### config.mk
export PLATFORM = sky130hd
export DESIGN_NAME = axil_bus_arbiter_2to1_flat
export DESIGN_NICKNAME = d
export VERILOG_FILES = /design/src/rtl/axil_bus_arbiter_2to1_pkg.sv /design/src/rtl/axil_bus_arbiter_2to1_if.sv /design/src/rtl/axil_bus_arbiter_2to1_rr_grant2.sv /design/src/rtl/axil_bus_arbiter_2to1.sv /design/src/flat_wrapper.sv
export SDC_FILE = /design/constraint.sdc
export NUM_CORES = 1
export LEC_CHECK = 0
export ABC_AREA = 0
export CORE_AREA = 10 10 172 174
export CTS_BUF_LIST = sky130_fd_sc_hd__clkbuf_2 sky130_fd_sc_hd__clkbuf_4 sky130_fd_sc_hd__clkbuf_8
export CTS_CLUSTER_SIZE = 8
export DETAILED_ROUTE_END_ITERATION = 16
export DIE_AREA = 0 0 182 184
export PLACE_DENSITY_LB_ADDON = 0.12
export RECOVER_POWER = 50
export SLEW_MARGIN = 15
export SYNTH_ARGS = -nofsm -noshare
export SYNTH_HDL_FRONTEND = slang
export SYNTH_SLANG_ARGS = --single-unit
export TNS_END_PERCENT = 100
### constraint.sdc
create_clock -name aclk -period 5.7 [get_ports aclk]
set_clock_uncertainty 0.05 [all_clocks]
set_input_delay 0.57 -clock aclk [delete_from_list [all_inputs] [get_ports aclk]]
set_output_delay 0.57 -clock aclk [all_outputs]
set_load 0.05 [all_outputs]
### src/rtl/axil_bus_arbiter_2to1_pkg.sv
// Shared types and constants for the two-master AXI4-Lite arbiter.
package axil_arb_pkg;

  typedef enum logic [1:0] {
    IDLE,
    M_ISSUE,
    M_WAIT,
    S_RESP
  } state_t;

  typedef enum logic {
    WR,
    RD
  } kind_t;

  localparam logic [1:0] RESP_OKAY   = 2'b00;
  localparam logic [1:0] RESP_SLVERR = 2'b10;

endpackage

### src/rtl/axil_bus_arbiter_2to1_if.sv
// AXI4-Lite bundle; master drives address/data/resp-ready, slave drives the rest.
interface axi4_lite_if #(
  parameter int unsigned AW = 32,
  parameter int unsigned DW = 32
);
  logic [AW-1:0]   awaddr;
  logic [2:0]      awprot;
  logic            awvalid;
  logic            awready;
  logic [DW-1:0]   wdata;
  logic [DW/8-1:0] wstrb;
  logic            wvalid;
  logic            wready;
  logic [1:0]      bresp;
  logic            bvalid;
  logic            bready;
  logic [AW-1:0]   araddr;
  logic [2:0]      arprot;
  logic            arvalid;
  logic            arready;
  logic [DW-1:0]   rdata;
  logic [1:0]      rresp;
  logic            rvalid;
  logic            rready;

  modport master (
    output awaddr, awprot, awvalid, wdata, wstrb, wvalid, bready,
    output araddr, arprot, arvalid, rready,
    input  awready, wready, bresp, bvalid, arready, rdata, rresp, rvalid
  );

  modport slave (
    input  awaddr, awprot, awvalid, wdata, wstrb, wvalid, bready,
    input  araddr, arprot, arvalid, rready,
    output awready, wready, bresp, bvalid, arready, rdata, rresp, rvalid
  );
endinterface

### src/rtl/axil_bus_arbiter_2to1_rr_grant2.sv
// Two-way round-robin pick: under contention the port that did not win last time wins.
module axil_rr_grant2 (
  input  logic [1:0] req_i,
  input  logic       last_i,
  output logic       gnt_o,
  output logic       valid_o
);
  always_comb begin
    valid_o = |req_i;
    if (&req_i) begin
      gnt_o = ~last_i;
    end else begin
      gnt_o = req_i[1];
    end
  end
endmodule

### src/rtl/axil_bus_arbiter_2to1.sv
// Two-master to one-slave AXI4-Lite arbiter, one transaction in flight, with a
// response watchdog that answers SLVERR when the downstream slave hangs.
module axil_bus_arbiter_2to1
  import axil_arb_pkg::*;
#(
  parameter int unsigned   AW             = 32,
  parameter int unsigned   DW             = 32,
  parameter int unsigned   TIMEOUT_CYCLES = 1024,
  parameter logic [DW-1:0] TIMEOUT_RDATA  = DW'(32'hDEAD_BEEF)
) (
  input  logic       aclk,
  input  logic       aresetn,
  axi4_lite_if.slave  s0,
  axi4_lite_if.slave  s1,
  axi4_lite_if.master m,
  output logic       busy,
  output logic       grant,
  output logic       timeout
);
  localparam int unsigned SW   = DW / 8;
  localparam int unsigned CntW = (TIMEOUT_CYCLES > 0) ? $clog2(TIMEOUT_CYCLES + 1) : 1;

  state_t          state_q, state_d;
  kind_t           kind_q, kind_d;
  logic            grant_q, grant_d;
  logic [AW-1:0]   addr_q, addr_d;
  logic [DW-1:0]   wdata_q, wdata_d;
  logic [SW-1:0]   wstrb_q, wstrb_d;
  logic            aw_pend_q, aw_pend_d;
  logic            w_pend_q, w_pend_d;
  logic            ar_pend_q, ar_pend_d;
  logic [1:0]      resp_q, resp_d;
  logic [DW-1:0]   rdata_q, rdata_d;
  logic [CntW-1:0] cnt_q, cnt_d;
  logic            timeout_q, timeout_d;
  logic            init_q;

  logic [1:0]    wr_req, rd_req;
  logic          pick, pick_valid, pick_wr, accept, wd_fire;
  logic [AW-1:0] sel_addr;
  logic [DW-1:0] sel_wdata;
  logic [SW-1:0] sel_wstrb;
  logic          unused_prot;

  assign unused_prot = ^{s0.awprot, s0.arprot, s1.awprot, s1.arprot};

  assign wr_req = {s1.awvalid & s1.wvalid, s0.awvalid & s0.wvalid};
  assign rd_req = {s1.arvalid, s0.arvalid};

  axil_rr_grant2 u_rr (
    .req_i   (wr_req | rd_req),
    .last_i  (grant_q),
    .gnt_o   (pick),
    .valid_o (pick_valid)
  );

  // init_q keeps every ready low while reset is held and for the first edge after.
  assign pick_wr = wr_req[pick];
  assign accept  = (state_q == IDLE) && init_q && pick_valid;
  assign wd_fire = (TIMEOUT_CYCLES != 0) && (cnt_q == CntW'(TIMEOUT_CYCLES - 1));

  always_comb begin
    if (pick) begin
      sel_addr  = pick_wr ? s1.awaddr : s1.araddr;
      sel_wdata = s1.wdata;
      sel_wstrb = s1.wstrb;
    end else begin
      sel_addr  = pick_wr ? s0.awaddr : s0.araddr;
      sel_wdata = s0.wdata;
      sel_wstrb = s0.wstrb;
    end
  end

  assign m.awaddr  = addr_q;
  assign m.araddr  = addr_q;
  assign m.awprot  = 3'b000;
  assign m.arprot  = 3'b000;
  assign m.wdata   = wdata_q;
  assign m.wstrb   = wstrb_q;
  assign m.awvalid = aw_pend_q;
  assign m.wvalid  = w_pend_q;
  assign m.arvalid = ar_pend_q;

  assign s0.bresp = resp_q;
  assign s0.rresp = resp_q;
  assign s0.rdata = rdata_q;
  assign s1.bresp = resp_q;
  assign s1.rresp = resp_q;
  assign s1.rdata = rdata_q;

  assign busy    = (state_q != IDLE);
  assign grant   = grant_q;
  assign timeout = timeout_q;

  always_comb begin
    state_d   = state_q;
    kind_d    = kind_q;
    grant_d   = grant_q;
    addr_d    = addr_q;
    wdata_d   = wdata_q;
    wstrb_d   = wstrb_q;
    aw_pend_d = aw_pend_q;
    w_pend_d  = w_pend_q;
    ar_pend_d = ar_pend_q;
    resp_d    = resp_q;
    rdata_d   = rdata_q;
    cnt_d     = '0;
    timeout_d = 1'b0;

    s0.awready = 1'b0;
    s0.wready  = 1'b0;
    s0.arready = 1'b0;
    s0.bvalid  = 1'b0;
    s0.rvalid  = 1'b0;
    s1.awready = 1'b0;
    s1.wready  = 1'b0;
    s1.arready = 1'b0;
    s1.bvalid  = 1'b0;
    s1.rvalid  = 1'b0;
    m.bready   = 1'b0;
    m.rready   = 1'b0;

    unique case (state_q)
      IDLE: begin
        // Drain any stray response left over from a timed-out transaction.
        m.bready = init_q;
        m.rready = init_q;
        if (accept) begin
          if (pick) begin
            s1.awready = pick_wr;
            s1.wready  = pick_wr;
            s1.arready = ~pick_wr;
          end else begin
            s0.awready = pick_wr;
            s0.wready  = pick_wr;
            s0.arready = ~pick_wr;
          end
          grant_d   = pick;
          kind_d    = pick_wr ? WR : RD;
          addr_d    = sel_addr;
          wdata_d   = sel_wdata;
          wstrb_d   = sel_wstrb;
          aw_pend_d = pick_wr;
          w_pend_d  = pick_wr;
          ar_pend_d = ~pick_wr;
          state_d   = M_ISSUE;
        end
      end
      M_ISSUE: begin
        if (aw_pend_q && m.awready) aw_pend_d = 1'b0;
        if (w_pend_q && m.wready)   w_pend_d  = 1'b0;
        if (ar_pend_q && m.arready) ar_pend_d = 1'b0;
        if (!aw_pend_d && !w_pend_d && !ar_pend_d) state_d = M_WAIT;
      end
      M_WAIT: begin
        cnt_d = cnt_q + CntW'(1);
        if (kind_q == WR) begin
          m.bready = 1'b1;
          if (m.bvalid) begin
            resp_d  = m.bresp;
            state_d = S_RESP;
          end
        end else begin
          m.rready = 1'b1;
          if (m.rvalid) begin
            resp_d  = m.rresp;
            rdata_d = m.rdata;
            state_d = S_RESP;
          end
        end
        // A real response arriving on the firing cycle takes precedence.
        if (state_d == M_WAIT && wd_fire) begin
          resp_d    = RESP_SLVERR;
          rdata_d   = TIMEOUT_RDATA;
          timeout_d = 1'b1;
          state_d   = S_RESP;
        end
      end
      S_RESP: begin
        if (kind_q == WR) begin
          if (grant_q) s1.bvalid = 1'b1;
          else         s0.bvalid = 1'b1;
          if (grant_q ? s1.bready : s0.bready) state_d = IDLE;
        end else begin
          if (grant_q) s1.rvalid = 1'b1;
          else         s0.rvalid = 1'b1;
          if (grant_q ? s1.rready : s0.rready) state_d = IDLE;
        end
      end
    endcase
  end

  always_ff @(posedge aclk or negedge aresetn) begin
    if (!aresetn) begin
      state_q   <= IDLE;
      kind_q    <= WR;
      grant_q   <= 1'b1;
      addr_q    <= '0;
      wdata_q   <= '0;
      wstrb_q   <= '0;
      aw_pend_q <= 1'b0;
      w_pend_q  <= 1'b0;
      ar_pend_q <= 1'b0;
      resp_q    <= RESP_OKAY;
      rdata_q   <= '0;
      cnt_q     <= '0;
      timeout_q <= 1'b0;
      init_q    <= 1'b0;
    end else begin
      state_q   <= state_d;
      kind_q    <= kind_d;
      grant_q   <= grant_d;
      addr_q    <= addr_d;
      wdata_q   <= wdata_d;
      wstrb_q   <= wstrb_d;
      aw_pend_q <= aw_pend_d;
      w_pend_q  <= w_pend_d;
      ar_pend_q <= ar_pend_d;
      resp_q    <= resp_d;
      rdata_q   <= rdata_d;
      cnt_q     <= cnt_d;
      timeout_q <= timeout_d;
      init_q    <= 1'b1;
    end
  end

endmodule

### src/flat_wrapper.sv
// flat-port wrapper written by rule: the top's interface ports become plain ports
module axil_bus_arbiter_2to1_flat import axil_arb_pkg::*;
#(
  parameter int unsigned   AW             = 32,
  parameter int unsigned   DW             = 32,
  parameter int unsigned   TIMEOUT_CYCLES = 1024,
  parameter logic [DW-1:0] TIMEOUT_RDATA  = DW'(32'hDEAD_BEEF)
)
  (aclk, aresetn, busy, grant, timeout, s0_awaddr, s0_awprot, s0_awvalid, s0_wdata, s0_wstrb, s0_wvalid, s0_bready, s0_araddr, s0_arprot, s0_arvalid, s0_rready, s0_awready, s0_wready, s0_bresp, s0_bvalid, s0_arready, s0_rdata, s0_rresp, s0_rvalid, s1_awaddr, s1_awprot, s1_awvalid, s1_wdata, s1_wstrb, s1_wvalid, s1_bready, s1_araddr, s1_arprot, s1_arvalid, s1_rready, s1_awready, s1_wready, s1_bresp, s1_bvalid, s1_arready, s1_rdata, s1_rresp, s1_rvalid, m_awaddr, m_awprot, m_awvalid, m_wdata, m_wstrb, m_wvalid, m_bready, m_araddr, m_arprot, m_arvalid, m_rready, m_awready, m_wready, m_bresp, m_bvalid, m_arready, m_rdata, m_rresp, m_rvalid);
  axi4_lite_if #(.AW(AW), .DW(DW)) s0_i ();
  axi4_lite_if #(.AW(AW), .DW(DW)) s1_i ();
  axi4_lite_if #(.AW(AW), .DW(DW)) m_i ();
  input  logic aclk;
  input  logic aresetn;
  output logic busy;
  output logic grant;
  output logic timeout;
  input wire logic [$bits(s0_i.awaddr)-1:0] s0_awaddr;
  input wire logic [$bits(s0_i.awprot)-1:0] s0_awprot;
  input wire logic [$bits(s0_i.awvalid)-1:0] s0_awvalid;
  input wire logic [$bits(s0_i.wdata)-1:0] s0_wdata;
  input wire logic [$bits(s0_i.wstrb)-1:0] s0_wstrb;
  input wire logic [$bits(s0_i.wvalid)-1:0] s0_wvalid;
  input wire logic [$bits(s0_i.bready)-1:0] s0_bready;
  input wire logic [$bits(s0_i.araddr)-1:0] s0_araddr;
  input wire logic [$bits(s0_i.arprot)-1:0] s0_arprot;
  input wire logic [$bits(s0_i.arvalid)-1:0] s0_arvalid;
  input wire logic [$bits(s0_i.rready)-1:0] s0_rready;
  output wire logic [$bits(s0_i.awready)-1:0] s0_awready;
  output wire logic [$bits(s0_i.wready)-1:0] s0_wready;
  output wire logic [$bits(s0_i.bresp)-1:0] s0_bresp;
  output wire logic [$bits(s0_i.bvalid)-1:0] s0_bvalid;
  output wire logic [$bits(s0_i.arready)-1:0] s0_arready;
  output wire logic [$bits(s0_i.rdata)-1:0] s0_rdata;
  output wire logic [$bits(s0_i.rresp)-1:0] s0_rresp;
  output wire logic [$bits(s0_i.rvalid)-1:0] s0_rvalid;
  input wire logic [$bits(s1_i.awaddr)-1:0] s1_awaddr;
  input wire logic [$bits(s1_i.awprot)-1:0] s1_awprot;
  input wire logic [$bits(s1_i.awvalid)-1:0] s1_awvalid;
  input wire logic [$bits(s1_i.wdata)-1:0] s1_wdata;
  input wire logic [$bits(s1_i.wstrb)-1:0] s1_wstrb;
  input wire logic [$bits(s1_i.wvalid)-1:0] s1_wvalid;
  input wire logic [$bits(s1_i.bready)-1:0] s1_bready;
  input wire logic [$bits(s1_i.araddr)-1:0] s1_araddr;
  input wire logic [$bits(s1_i.arprot)-1:0] s1_arprot;
  input wire logic [$bits(s1_i.arvalid)-1:0] s1_arvalid;
  input wire logic [$bits(s1_i.rready)-1:0] s1_rready;
  output wire logic [$bits(s1_i.awready)-1:0] s1_awready;
  output wire logic [$bits(s1_i.wready)-1:0] s1_wready;
  output wire logic [$bits(s1_i.bresp)-1:0] s1_bresp;
  output wire logic [$bits(s1_i.bvalid)-1:0] s1_bvalid;
  output wire logic [$bits(s1_i.arready)-1:0] s1_arready;
  output wire logic [$bits(s1_i.rdata)-1:0] s1_rdata;
  output wire logic [$bits(s1_i.rresp)-1:0] s1_rresp;
  output wire logic [$bits(s1_i.rvalid)-1:0] s1_rvalid;
  output wire logic [$bits(m_i.awaddr)-1:0] m_awaddr;
  output wire logic [$bits(m_i.awprot)-1:0] m_awprot;
  output wire logic [$bits(m_i.awvalid)-1:0] m_awvalid;
  output wire logic [$bits(m_i.wdata)-1:0] m_wdata;
  output wire logic [$bits(m_i.wstrb)-1:0] m_wstrb;
  output wire logic [$bits(m_i.wvalid)-1:0] m_wvalid;
  output wire logic [$bits(m_i.bready)-1:0] m_bready;
  output wire logic [$bits(m_i.araddr)-1:0] m_araddr;
  output wire logic [$bits(m_i.arprot)-1:0] m_arprot;
  output wire logic [$bits(m_i.arvalid)-1:0] m_arvalid;
  output wire logic [$bits(m_i.rready)-1:0] m_rready;
  input wire logic [$bits(m_i.awready)-1:0] m_awready;
  input wire logic [$bits(m_i.wready)-1:0] m_wready;
  input wire logic [$bits(m_i.bresp)-1:0] m_bresp;
  input wire logic [$bits(m_i.bvalid)-1:0] m_bvalid;
  input wire logic [$bits(m_i.arready)-1:0] m_arready;
  input wire logic [$bits(m_i.rdata)-1:0] m_rdata;
  input wire logic [$bits(m_i.rresp)-1:0] m_rresp;
  input wire logic [$bits(m_i.rvalid)-1:0] m_rvalid;
  assign s0_i.awaddr = s0_awaddr;
  assign s0_i.awprot = s0_awprot;
  assign s0_i.awvalid = s0_awvalid;
  assign s0_i.wdata = s0_wdata;
  assign s0_i.wstrb = s0_wstrb;
  assign s0_i.wvalid = s0_wvalid;
  assign s0_i.bready = s0_bready;
  assign s0_i.araddr = s0_araddr;
  assign s0_i.arprot = s0_arprot;
  assign s0_i.arvalid = s0_arvalid;
  assign s0_i.rready = s0_rready;
  assign s0_awready = s0_i.awready;
  assign s0_wready = s0_i.wready;
  assign s0_bresp = s0_i.bresp;
  assign s0_bvalid = s0_i.bvalid;
  assign s0_arready = s0_i.arready;
  assign s0_rdata = s0_i.rdata;
  assign s0_rresp = s0_i.rresp;
  assign s0_rvalid = s0_i.rvalid;
  assign s1_i.awaddr = s1_awaddr;
  assign s1_i.awprot = s1_awprot;
  assign s1_i.awvalid = s1_awvalid;
  assign s1_i.wdata = s1_wdata;
  assign s1_i.wstrb = s1_wstrb;
  assign s1_i.wvalid = s1_wvalid;
  assign s1_i.bready = s1_bready;
  assign s1_i.araddr = s1_araddr;
  assign s1_i.arprot = s1_arprot;
  assign s1_i.arvalid = s1_arvalid;
  assign s1_i.rready = s1_rready;
  assign s1_awready = s1_i.awready;
  assign s1_wready = s1_i.wready;
  assign s1_bresp = s1_i.bresp;
  assign s1_bvalid = s1_i.bvalid;
  assign s1_arready = s1_i.arready;
  assign s1_rdata = s1_i.rdata;
  assign s1_rresp = s1_i.rresp;
  assign s1_rvalid = s1_i.rvalid;
  assign m_awaddr = m_i.awaddr;
  assign m_awprot = m_i.awprot;
  assign m_awvalid = m_i.awvalid;
  assign m_wdata = m_i.wdata;
  assign m_wstrb = m_i.wstrb;
  assign m_wvalid = m_i.wvalid;
  assign m_bready = m_i.bready;
  assign m_araddr = m_i.araddr;
  assign m_arprot = m_i.arprot;
  assign m_arvalid = m_i.arvalid;
  assign m_rready = m_i.rready;
  assign m_i.awready = m_awready;
  assign m_i.wready = m_wready;
  assign m_i.bresp = m_bresp;
  assign m_i.bvalid = m_bvalid;
  assign m_i.arready = m_arready;
  assign m_i.rdata = m_rdata;
  assign m_i.rresp = m_rresp;
  assign m_i.rvalid = m_rvalid;
  axil_bus_arbiter_2to1 #(.AW(AW), .DW(DW), .TIMEOUT_CYCLES(TIMEOUT_CYCLES), .TIMEOUT_RDATA(TIMEOUT_RDATA)) u_core (.aclk(aclk), .aresetn(aresetn), .s0(s0_i), .s1(s1_i), .m(m_i), .busy(busy), .grant(grant), .timeout(timeout));
endmodule
==> results of run 1 <==
worst max-delay path, delay by kind of cell:
kind,cells,cell delay (ns)
compound gates,1,0.60
simple gates,3,0.83
buf+inv,3,1.63
Yosys cell counts (7+ instances only):
| library cell | n | area (sq um) |
|---|---|---|
| sky130_fd_sc_hd__a222oi_1 | 36 | 360.4 |
| sky130_fd_sc_hd__o21ai_0 | 7 | 35.03 |
| sky130_fd_sc_hd__and3_1 | 31 | 193.9 |
| sky130_fd_sc_hd__a21oi_1 | 15 | 75.07 |
| sky130_fd_sc_hd__buf_2 | 18 | 90.09 |
| sky130_fd_sc_hd__a211oi_2 | 29 | 362.9 |
| sky130_fd_sc_hd__inv_1 | 42 | 157.7 |
| sky130_fd_sc_hd__nor2_1 | 47 | 176.4 |
| sky130_fd_sc_hd__buf_4 | 78 | 585.6 |
| sky130_fd_sc_hd__a211oi_1 | 33 | 247.7 |
| sky130_fd_sc_hd__clkbuf_1 | 31 | 116.4 |
| sky130_fd_sc_hd__nand2_1 | 78 | 292.8 |
| sky130_fd_sc_hd__dfrtp_1 | 121 | 3028 |
| sky130_fd_sc_hd__nand3_1 | 28 | 140.1 |
| sky130_fd_sc_hd__o22ai_1 | 34 | 212.7 |
flip-flops by register name, summed over array words and instances, names as in the netlist, 2 cells and up:
register         flops
u_core.m.wdata      32
u_core.m.araddr     32
u_core.state_q       2
u_core.s0.rdata     32
u_core.cnt_q        11
u_core.m.wstrb       4
u_core.s0.bresp      2
metal layers:
layer | track usage [%] | wire, um | vias up
met5 | 0 | 0 | -
met4 | 5.044 | 402 | 0
met3 | 7.795 | 3063 | 18
met2 | 31.26 | 16390 | 299
met1 | 19.32 | 11990 | 3196
li1 | - | - | 3105
final cells by class:
type | instances | area, sq um
timing repair buffer | 453 | 4497
sequential | 122 | 3054
multi-input combinational | 405 | 2620
fill | 2538 | 14760
inverter | 43 | 161.4
clock inverter | 15 | 165.2
clock buffer | 17 | 234.0
tap | 335 | 419.2
antenna | 2 | 5.005
report_power, final:
part,internal (mW),switching [mW],leakage [nW]
Sequential,1.25,0.361,1.47
Clock,0.397,0.409,0.195
Combinational,1.43,3.13,3.09
Total,3.08,3.90,4.76
how the worst min path moves through the flow:
stage | startpoint | to | cells after the start
finish | u_core.cnt_q[0] | u_core.cnt_q[0] | 1
global route | u_core.cnt_q[0] | u_core.cnt_q[0] | 1
CTS | aresetn | u_core.s0.rdata[27] | 1
detailed placement | u_core.cnt_q[0] | u_core.cnt_q[0] | 1
global placement | u_core.cnt_q[0] | u_core.cnt_q[0] | 1
floorplan | aresetn | u_core.cnt_q[0] | 0
through the flow:
step                      std cells  worst slack (ns)  power (mW)  utilization, %
final                          1392             1.443       6.979           43.05
after global routing           1392             1.298       7.342           43.05
after CTS                      1390             1.464       7.190           43.08
after detailed placement       1358             1.476       6.350           41.54
after global placement         1358             1.462       6.346           41.54
after floorplan                 701             2.471       4.845               -
cell families after synthesis:
family	Yosys count	share of synthesized area, %
AND/OR/NAND/NOR	219	15.69
buffers and inverters	174	14.99
AO/OA/AOI/OAI	167	21.08
flip-flops	122	46.20
XOR/XNOR	7	0.9273
multiplexers	4	0.8138
other	2	0.1136
adder cells (fa/ha/maj)	1	0.1892
cells in the final DEF (no fill, tap or decap), types with 27 or more instances in the layout:
master                            instances
sky130_fd_sc_hd__nor2_1                  46
sky130_fd_sc_hd__clkdlybuf4s50_1        363
sky130_fd_sc_hd__dlygate4sd3_1           78
sky130_fd_sc_hd__o22ai_1                 34
sky130_fd_sc_hd__a211oi_2                29
sky130_fd_sc_hd__nand3_1                 27
sky130_fd_sc_hd__inv_1                   42
sky130_fd_sc_hd__nand2_1                 77
sky130_fd_sc_hd__and3_1                  31
sky130_fd_sc_hd__a211oi_1                33
sky130_fd_sc_hd__a222oi_1                36
sky130_fd_sc_hd__dfrtp_1                121
==> out/results.md, run 1 <==
| Stage | Result | This run |
|---|---|---|
| clock network | Post-cts resize count | 0 |
| sta | Worst Tran Pin Value | 3.412 ns |
| die | Number of rows in the core area | 59 |
| sta | RSZ-0062 raised after global routing | false |
| setup path | Startpoint of the worst-slack reg-to-reg timing path | u_core.state_q[1] |
| die | Horizontal die dimension | 182 um |
| finish | Final net count | 1308 |
| setup path | Kind of end point of the critical path | output pin |
| global route | Pin count of the biggest net entering global routing | 69 |
| detailed routing | Detailed Routing Iterations Pass 1 | 6 |
| sta | Max Clock Freq | 0.2349 GHz |
| die | Count of pins on the block boundary | 461 |
| global route | Antenna violations before repair | 2 |
| synth | Post-synthesis cell area | 0.006611 sq mm |
| setup path | Slowest-stage cell, CP | sky130_fd_sc_hd__clkdlybuf4s50_1 |
| clock network | Insertion delay of the later-clocked pin in the worst-skew pair | 0.44 ns |
| finish | Share of post-route cells with drive strength above 1 | 7.867% |
| setup path | Worst Reg2Reg Path Length in Cells | 5 |
| synth | Synthesized netlist cell count | 696 |
| placement | IO buf count | 442 |
| setup path | Required time at the endpoint of the critical path | 5.08 ns |
| detailed routing | Detailed Route Iter0 Violations | 426 |
| power and ir drop | Max rail drop VDD | 0.0003933 V |
| global route | Number of global-route vias before repair | 7142 |
| setup path | Maximum cell stage delay along the critical path | 0.87 ns |
| detailed routing | Residual antenna-violating net count after detailed routing | 0 |
| setup path | Termination of the worst setup path | s0_arready |
| sta | Final Setup Violations | 0 |
| clock network | CTS H-tree lvls | 4 |
| sta | Count of final max-slew check failures | 96 |
| clock network | Cts-stage hold buffer count | 0 |
| synth | Most frequently used flop master after synthesis | sky130_fd_sc_hd__dfrtp_1 |
| synth | Async set or reset register ratio after synthesis | 100.0% |
| power and ir drop | Power per cell area | 625.6 mW/mm^2 |
| clock network | Number of buffers between clock root and the deepest sink | 2 |
| setup path | Destination of the worst register-to-register timing path | u_core.m.araddr[7] |
| power and ir drop | Leakage power summed over all cells | 4.758 nW |
| global route | All-Layer GR Usage | 17.91% |
| detailed routing | Routed vias/inst | 4.754 |
| run | Max-Cap Viols | 2 |
| setup path | Data arrival time at the worst-slack endpoint | 3.64 ns |
| die | Die Area | 0.03349 sq mm |
| setup path | Startpoint of the most critical setup path | s1_awvalid |
| setup path | Crit path kind | input port to output pin |
| setup path | Maximum fanout along the worst path | 33 |
| global route | Wire length of the first global-routing pass | 45870 um |
| finish | Layout area overhead | 68.74% |
| finish | Final instance area | 0.01116 sq mm |
| clock network | Post CTS Setup Buffer Count | 0 |
| die | Core Box Area | 0.02591 sq mm |
| clock network | Number of buffers inserted during clock tree synthesis | 17 |
| run status | Result of the run | finished, violations left |
| sta | Final setup TNS | 0 ns |
| detailed routing | Residual DRC count | 0 |
| placement | Placed cell areas | 0.01076 sq mm |
| synth | Post-synthesis cell type count | 49 |
| setup path | Startpoint class of the critical path | input port |
| clock network | Master cell of the clock root buffer | sky130_fd_sc_hd__clkbuf_8 |
| detailed routing | Total wire length | 31850 um |
| synth | EDFF count, synth | 0 |
| setup path | Flop-to-flop setup slack | 2.46 ns |
| sta | Final min period | 4.257 ns |
| placement | Weighted congestion at the end of routability-driven global placement | 0.7934 |
| setup path | Cells along the critical path | clkdlybuf4s50_1, a21oi_1, nor2_1, or3_2, buf_4, nor2_1, clkdlybuf4s50_1 |
| synth | Synth Area per Inst | 9.499 sq um |
| sta | Endpoints failing hold | 0 |
| clock network | Count of clock tree sinks | 122 |
| run status | Failing checks | capacitance limit, slew limit |
| sta | Tightest hold margin | 0.4207 ns |
| clock network | Post-CTS clock slew at the launch and capture registers of the worst setup and hold paths | 0.08 ns |
| detailed routing | Vias post-DR | 6618 |
| sta | Worst slew margin relative to its limit | -127.5% |
| worst hold path | Class of the tightest hold or removal check | register to register |
| sta | Final critical-path share of the clock period | 74.68% |
| global route | Grt ovf | 0 |
| synth | Sequential fraction of the synthesis area | 46.20% |
| detailed routing | Per-cell routed wire length | 22.88 um |
| synth | Post-synthesis register bit count | 122 |
| clock network | Clock tree from TritonCTS | yes |
| die | Initial Utilization | 25.52% |
| die | Die boundary height | 184 um |
| placement | HPWL after DPL | 24330 um |
| synth | Yosys warnings | 0 |
Power figures use the tool's default switching activity.
==> inputs of run 2 (changes only) <==
Settings changed: CORE_AREA 10 10 172 174 to 10 10 171 173, DIE_AREA 0 0 182 184 to 0 0 181 183.
Clock period 5.7 ns to 4.5 ns, I/O delays scaled along.
==> out/results.md, run 2 (synthesized netlist as in run 1, its figures left out) <==
| Stage | Result | This run | Change |
|---|---|---|---|
| setup path | Startpoint class of the critical path | register | was input port |
| finish | Storage cell area | 0.003054 sq mm | unchanged |
| run status | Result of the run | finished, violations left | unchanged |
| setup path | Kind of end point of the critical path | output pin | unchanged |
| finish | Layout area overhead | 70.15% | was 68.74% |
| sta | Tightest hold margin | 0.4255 ns | was 0.4207 ns |
| detailed routing | Per-cell routed wire length | 22.57 um | was 22.88 um |
| power and ir drop | Max rail drop VDD | 0.0005136 V | was 0.0003933 V |
| finish | Final net count | 1311 | was 1308 |
| die | Die Area | 0.03312 sq mm | was 0.03349 sq mm |
| global route | Pin count of the biggest net entering global routing | 69 | unchanged |
| worst hold path | Number of stages on the worst hold path | 1 | unchanged |
| finish | Multi-input combinational cell area | 0.002615 sq mm | was 0.002620 sq mm |
| global route | Most Crowded Layer GR | met2 | unchanged |
| run | Max-Cap Viols | 1 | was 2 |
| placement | Weighted congestion at the end of routability-driven global placement | 0.7916 | was 0.7934 |
| die | Horizontal die dimension | 181 um | was 182 um |
| finish | Share of post-route cells with drive strength above 1 | 8.231% | was 7.867% |
| worst hold path | Class of the tightest hold or removal check | register to register | unchanged |
| run status | Failing checks | capacitance limit, slew limit | unchanged |
| detailed routing | Vias post-DR | 6643 | was 6618 |
| detailed routing | Total wire length | 31420 um | was 31850 um |
| clock network | Number of buffers between clock root and the deepest sink | 2 | unchanged |
| power and ir drop | Leakage power summed over all cells | 4.822 nW | was 4.758 nW |
| sta | Least setup slack across all paths after layout | 0.9830 ns | was 1.443 ns |
| clock network | Post-CTS clock slew at the launch and capture registers of the worst setup and hold paths | 0.08 ns | about the same |
| setup path | Data arrival time at the worst-slack endpoint | 3.02 ns | was 3.64 ns |
| die | Count of pins on the block boundary | 461 | unchanged |
| global route | Number of global-route vias before repair | 7021 | was 7142 |
| clock network | Number of buffers inserted during clock tree synthesis | 17 | unchanged |
| finish | Commonest cells after routing, fill and taps aside | sky130_fd_sc_hd__clkdlybuf4s50_1 (358), sky130_fd_sc_hd__dfrtp_1 (121), sky130_fd_sc_hd__dlygate4sd3_1 (81), sky130_fd_sc_hd__nand2_1 (77), sky130_fd_sc_hd__nor2_1 (46) | was sky130_fd_sc_hd__clkdlybuf4s50_1 (363), sky130_fd_sc_hd__dfrtp_1 (121), sky130_fd_sc_hd__dlygate4sd3_1 (78), sky130_fd_sc_hd__nand2_1 (77), sky130_fd_sc_hd__nor2_1 (46) |
| sta | Final Setup Violations | 0 | unchanged |
| placement | HPWL after DPL | 24120 um | was 24330 um |
| setup path | Required time at the endpoint of the critical path | 4.00 ns | was 5.08 ns |
| setup path | Destination of the worst register-to-register timing path | u_core.m.araddr[9] | was u_core.m.araddr[7] |
| global route | Global routing met3 resource utilization | 7.382% | was 7.795% |
| clock network | Master cell of the clock root buffer | sky130_fd_sc_hd__clkbuf_8 | unchanged |
| clock network | Insertion delay of the later-clocked pin in the worst-skew pair | 0.42 ns | was 0.44 ns |
| finish | Final standard cell utilization of the core | 43.66% | was 43.05% |
| sta | Endpoints failing hold | 0 | unchanged |
| power and ir drop | Power per cell area | 802.3 mW/mm^2 | was 625.6 mW/mm^2 |
| detailed routing | Detailed Route Iter0 Violations | 445 | was 426 |
| setup path | Worst Reg2Reg Path Length in Cells | 5 | unchanged |
| sta | Max Clock Freq | 0.2843 GHz |  |
| sta | Count of final max-slew check failures | 56 | was 96 |
| global route | Grt ovf | 0 | unchanged |
| worst hold path | Hold Crit Endpoint | u_core.cnt_q[0] | unchanged |
| die | Core Box Area | 0.02576 sq mm | was 0.02591 sq mm |
| clock network | Post CTS Setup Buffer Count | 0 | unchanged |
| sta | RSZ-0062 raised after global routing | false | unchanged |
| worst hold path | Critical hold path startpoint | u_core.cnt_q[0] | unchanged |
| die | Die boundary height | 183 um | was 184 um |
| clock network | Post-cts resize count | 0 | unchanged |
| finish | Count of fill cells added during filler insertion | 2537 | was 2538 |
| sta | Final min period | 3.517 ns |  |
| placement | Worst setup slack before clock tree synthesis | 1.107 ns | was 1.476 ns |
| die | Initial Utilization | 25.66% | was 25.52% |
| detailed routing | Routed vias/inst | 4.772 | was 4.754 |
| setup path | Startpoint of the worst-slack reg-to-reg timing path | u_core.state_q[1] | unchanged |
| clock network | CTS H-tree lvls | 4 | unchanged |
| finish | Most common cell after layout, fill and taps aside | sky130_fd_sc_hd__clkdlybuf4s50_1 | unchanged |
| global route | All-Layer GR Usage | 18.05% | was 17.91% |
| sta | Final setup TNS | 0 ns | unchanged |
| die | Number of rows in the core area | 59 | unchanged |
| sta | Final critical-path share of the clock period | 78.16% |  |
| clock network | Clock tree from TritonCTS | yes | unchanged |
| setup path | Crit path kind | register to output pin | was input port to output pin |
| global route | Met2 track demand over resource | 30.78% | was 31.26% |
| detailed routing | Residual DRC count | 0 | unchanged |
| global route | Wire length of the first global-routing pass | 46140 um | was 45870 um |
| setup path | Maximum fanout along the worst path | 33 | unchanged |
| detailed routing | Detailed Routing Iterations Pass 1 | 8 | was 6 |
| sta | Worst Tran Pin Value | 3.087 ns | was 3.412 ns |
| placement | IO buf count | 442 | unchanged |
| setup path | Flop-to-flop setup slack | 1.85 ns | was 2.46 ns |
| global route | Antenna violations before repair | 0 | was 2 |
| clock network | Count of clock tree sinks | 122 | unchanged |
| global route | GR met1 Demand/Resource | 20.61% | was 19.32% |
| finish | Diodes inserted | 0 | was 2 |
| detailed routing | Residual antenna-violating net count after detailed routing | 0 | unchanged |
| sta | Worst slew margin relative to its limit | -105.8% | was -127.5% |
[run 2: worst max path at each step]
stage | end | slack, ns | cells past startpoint | start
2_1_floorplan | s0_wready | 1.40 | 7 | u_core.grant
3_3_place_gp | s0_arready | 1.14 | 7 | s1_awvalid
3_5_place_dp | s0_arready | 1.11 | 7 | s1_awvalid
4_1_cts | s0_arready | 0.93 | 5 | u_core.state_q[1]
5_1_grt | u_core.m.araddr[27] | 0.45 | 3 | aresetn
6_report | s0_arready | 0.98 | 5 | u_core.state_q[1]
[run 2: metrics by stage]
stage / power, mW / cells / instance area [sq um]
2_1_floorplan: 6.137 / 701 / 6630
3_5_place_dp: 8.032 / 1360 / 10770
3_3_place_gp: 8.024 / 1360 / 10770
5_1_grt: 9.478 / 1392 / 11250
4_1_cts: 9.294 / 1392 / 11260
6_report: 9.025 / 1392 / 11250
[run 2: area by class of cell]
| type | count | area share [%] |
|---|---|---|
| Sequential cell | 122 | 27.15 |
| Multi-Input combinational cell | 405 | 23.25 |
| Clock inverter | 13 | 2.135 |
| Timing Repair Buffer | 456 | 40.16 |
| Clock buffer | 18 | 2.147 |
| Inverter | 43 | 1.435 |
| Tap cell | 335 | 3.726 |
[run 2: where the power goes]
group	total [mW]	switching, mW	internal, mW
registers	2.05	0.472	1.58
clock network	1.21	0.487	0.727
logic	5.76	3.94	1.81
[run 2: critical path, stage by stage, from the launching register on]
cell                      delay, ns
sky130_fd_sc_hd__dfrtp_1       0.59
sky130_fd_sc_hd__or3b_1        0.64
sky130_fd_sc_hd__or3_2         0.51
sky130_fd_sc_hd__buf_4         0.31
sky130_fd_sc_hd__nor2_1        0.27
sky130_fd_sc_hd__buf_4         0.26
[run 2: per-layer routing]
layer | vias up | wire length (um)
li1 | 3114 | -
met1 | 3218 | 12340
met2 | 289 | 15840
met3 | 22 | 2773
met4 | 0 | 458
met5 | - | 0
[run 2: what timing repair did]
action	4_1_cts	5_1_grt
setup endpoints to repair	0	0
hold buffers	1	0
endpoints found under the hold margin	52	0
==> inputs of run 3 (changes only) <==
Clock period 4.5 ns to 3 ns, I/O delays scaled along.
==> out/results.md, run 3 (synthesized netlist as in run 1, its figures left out) <==
| Stage | Result | This run | Change |
|---|---|---|---|
| run status | Result of the run | finished clean | was finished, violations left |
| clock network | Post-CTS clock slew at the launch and capture registers of the worst setup and hold paths | 0.09 ns | was 0.08 ns |
| global route | Number of global-route vias before repair | 7139 | was 7021 |
| detailed routing | Detailed Routing Iterations Pass 1 | 6 | was 8 |
| sta | Final min period | 2.831 ns |  |
| sta | Max Clock Freq | 0.3532 GHz |  |
| power and ir drop | Max rail drop VDD | 0.0008250 V | was 0.0005136 V |
| setup path | Kind of end point of the critical path | output pin | unchanged |
| clock network | Clock tree from TritonCTS | yes | unchanged |
| power and ir drop | Leakage power summed over all cells | 4.846 nW | was 4.822 nW |
| clock network | Number of buffers inserted during clock tree synthesis | 17 | unchanged |
| setup path | Buf/Inv on CP | 1 | was 2 |
| sta | Endpoints failing hold | 0 | unchanged |
| placement | Placed Cells incl. Taps | 1372 | was 1360 |
| finish | Commonest cells after routing, fill and taps aside | sky130_fd_sc_hd__clkdlybuf4s50_1 (389), sky130_fd_sc_hd__dfrtp_1 (121), sky130_fd_sc_hd__nand2_1 (77), sky130_fd_sc_hd__dlygate4sd3_1 (47), sky130_fd_sc_hd__nor2_1 (46) | was sky130_fd_sc_hd__clkdlybuf4s50_1 (358), sky130_fd_sc_hd__dfrtp_1 (121), sky130_fd_sc_hd__dlygate4sd3_1 (81), sky130_fd_sc_hd__nand2_1 (77), sky130_fd_sc_hd__nor2_1 (46) |
| placement | Weighted congestion at the end of routability-driven global placement | 0.8083 | was 0.7916 |
| clock network | Master cell of the clock root buffer | sky130_fd_sc_hd__clkbuf_8 | unchanged |
| global route | All-Layer GR Usage | 17.78% | was 18.05% |
| clock network | CTS H-tree lvls | 4 | unchanged |
| setup path | Crit path kind | register to output pin | unchanged |
| die | Die Area | 0.03312 sq mm | unchanged |
| detailed routing | Residual antenna-violating net count after detailed routing | 0 | unchanged |
| setup path | Kind of cell adding the most delay to the critical path | simple AND/OR/NAND/NOR gates | unchanged |
| sta | Worst slew margin relative to its limit | 20.57% | was -105.8% |
| finish | Final standard cell utilization of the core | 44.05% | was 43.66% |
| sta | Final critical-path share of the clock period | 94.37% |  |
| setup path | Required time at the endpoint of the critical path | 2.65 ns | was 4.00 ns |
| finish | Share of post-route cells with drive strength above 1 | 9.533% | was 8.231% |
| finish | Layout area overhead | 71.65% | was 70.15% |
| detailed routing | Routed vias/inst | 4.712 | was 4.772 |
| run | Max-Cap Viols | 0 | was 1 |
| worst hold path | Class of the tightest hold or removal check | input port to register | was register to register |
| die | Die boundary height | 183 um | unchanged |
| setup path | Worst path depth | 4 | was 5 |
| finish | Most common cell after layout, fill and taps aside | sky130_fd_sc_hd__clkdlybuf4s50_1 | unchanged |
| die | Number of rows in the core area | 59 | unchanged |
| finish | Final net count | 1323 | was 1311 |
| detailed routing | Per-cell routed wire length | 22.26 um | was 22.57 um |
| setup path | Maximum fanout along the worst path | 6 | was 33 |
| sta | Count of final max-slew check failures | 0 | was 56 |
| sta | Tightest hold margin | 0.3517 ns | was 0.4255 ns |
| setup path | Maximum cell stage delay along the critical path | 0.55 ns | was 0.64 ns |
| die | Core Box Area | 0.02576 sq mm | unchanged |
| detailed routing | Routed length on met3 | 2969 um | was 2773 um |
| clock network | Post CTS Setup Buffer Count | 0 | unchanged |
| sta | Final Setup Violations | 0 | unchanged |
| clock network | Cts-stage hold buffer count | 1 | unchanged |
| clock network | Count of clock tree sinks | 122 | unchanged |
| detailed routing | Vias post-DR | 6630 | was 6643 |
| global route | Wire length of the first global-routing pass | 45370 um | was 46140 um |
| sta | Worst Tran Pin Value | 1.191 ns | was 3.087 ns |
| detailed routing | Total wire length | 31320 um | was 31420 um |
| sta | Least setup slack across all paths after layout | 0.1690 ns | was 0.9830 ns |
| finish | Fin cells | 1407 | was 1392 |
| setup path | Worst Reg2Reg Path Length in Cells | 5 | unchanged |
| setup path | Data arrival time at the worst-slack endpoint | 2.48 ns | was 3.02 ns |
| placement | Worst setup slack before clock tree synthesis | 0.5376 ns | was 1.107 ns |
| setup path | Slowest-stage cell, CP | sky130_fd_sc_hd__or3_2 | was sky130_fd_sc_hd__or3b_1 |
| die | Initial Utilization | 25.66% | unchanged |
| setup path | Startpoint class of the critical path | register | unchanged |
| detailed routing | M1 wire length | 12090 um | was 12340 um |
| worst hold path | Number of stages on the worst hold path | 3 | was 1 |
| power and ir drop | Power per cell area | 1185 mW/mm^2 | was 802.3 mW/mm^2 |
| clock network | Number of buffers between clock root and the deepest sink | 2 | unchanged |
| placement | IO buf count | 442 | unchanged |
| placement | HPWL after DPL | 24480 um | was 24120 um |
| global route | Grt ovf | 0 | unchanged |
| detailed routing | Detailed Route Iter0 Violations | 418 | was 445 |
| die | Horizontal die dimension | 181 um | unchanged |
| sta | RSZ-0062 raised after global routing | false | unchanged |
| global route | Pin count of the biggest net entering global routing | 56 | was 69 |
| sta | Final setup TNS | 0 ns | unchanged |
| detailed routing | Met2 routed wirelength | 15870 um | was 15840 um |
| clock network | Post-cts resize count | 0 | unchanged |
| clock network | Insertion delay of the later-clocked pin in the worst-skew pair | 0.44 ns | was 0.42 ns |
| die | Count of pins on the block boundary | 461 | unchanged |
| detailed routing | Residual DRC count | 0 | unchanged |
| setup path | Cells along the critical path | or3b_1, or3_2, nor2_1, buf_12 | was or3b_1, or3_2, buf_4, nor2_1, buf_4 |
| detailed routing | Uppermost routed layer | met4 | unchanged |
| global route | Antenna violations before repair | 2 | was 0 |
==> run 3: worst min-delay path, cell delays in order <==
cell and delay (ns):
sky130_fd_sc_hd__clkdlybuf4s50_1 0.40, sky130_fd_sc_hd__nand2_1 0.06, sky130_fd_sc_hd__a21oi_1 0.05
==> run 3: per-layer routing <==
layer / GRT usage, % / vias to the layer above
li1: - / 3142
met1: 19.29 / 3178
met2: 31.27 / 291
met3: 8.110 / 19
met4: 3.872 / 0
met5: 0 / -
==> run 3: path summary, 6_finish.rpt <==
kind	from	end	slack [ns]
min reg2reg	u_core.cnt_q[0]	u_core.cnt_q[0]	0.42
max	u_core.state_q[0]	s0_wready	0.17
max reg2reg	u_core.state_q[0]	u_core.m.araddr[18]	0.41
min in group asynchronous	aresetn	u_core.s0.rdata[10]	0.57
max in group asynchronous	aresetn	u_core.m.araddr[0]	0.76
min	m_rdata[14]	u_core.s0.rdata[14]	0.35
==> run 3: per-stage QoR <==
| step | power [mW] | instance area, sq um |
|---|---|---|
| after floorplan | 9.206 | 6630 |
| after global placement | 12.15 | 10970 |
| after detailed placement | 12.16 | 10970 |
| after CTS | 13.78 | 11390 |
| after global routing | 14.13 | 11340 |
| final | 13.45 | 11350 |
==> run 3: power breakdown <==
part | switching (mW) | internal [mW] | leakage [nW] | total (mW)
combinational | 6.02 | 2.88 | 3.18 | 8.90
sequential | 0.629 | 2.37 | 1.47 | 3.00
clock | 0.787 | 0.768 | 0.193 | 1.56
==> run 3: cell type report <==
type                    count  area, sq um
diodes                      2        5.005
clock buffers              18        241.5
clock inverters            14        162.7
fillers                  2542        14420
inverters                  43        161.4
multi-input cells         405         2604
flip-flops and latches    122         3054
well taps                 335        419.2
repair buffers            468         4701
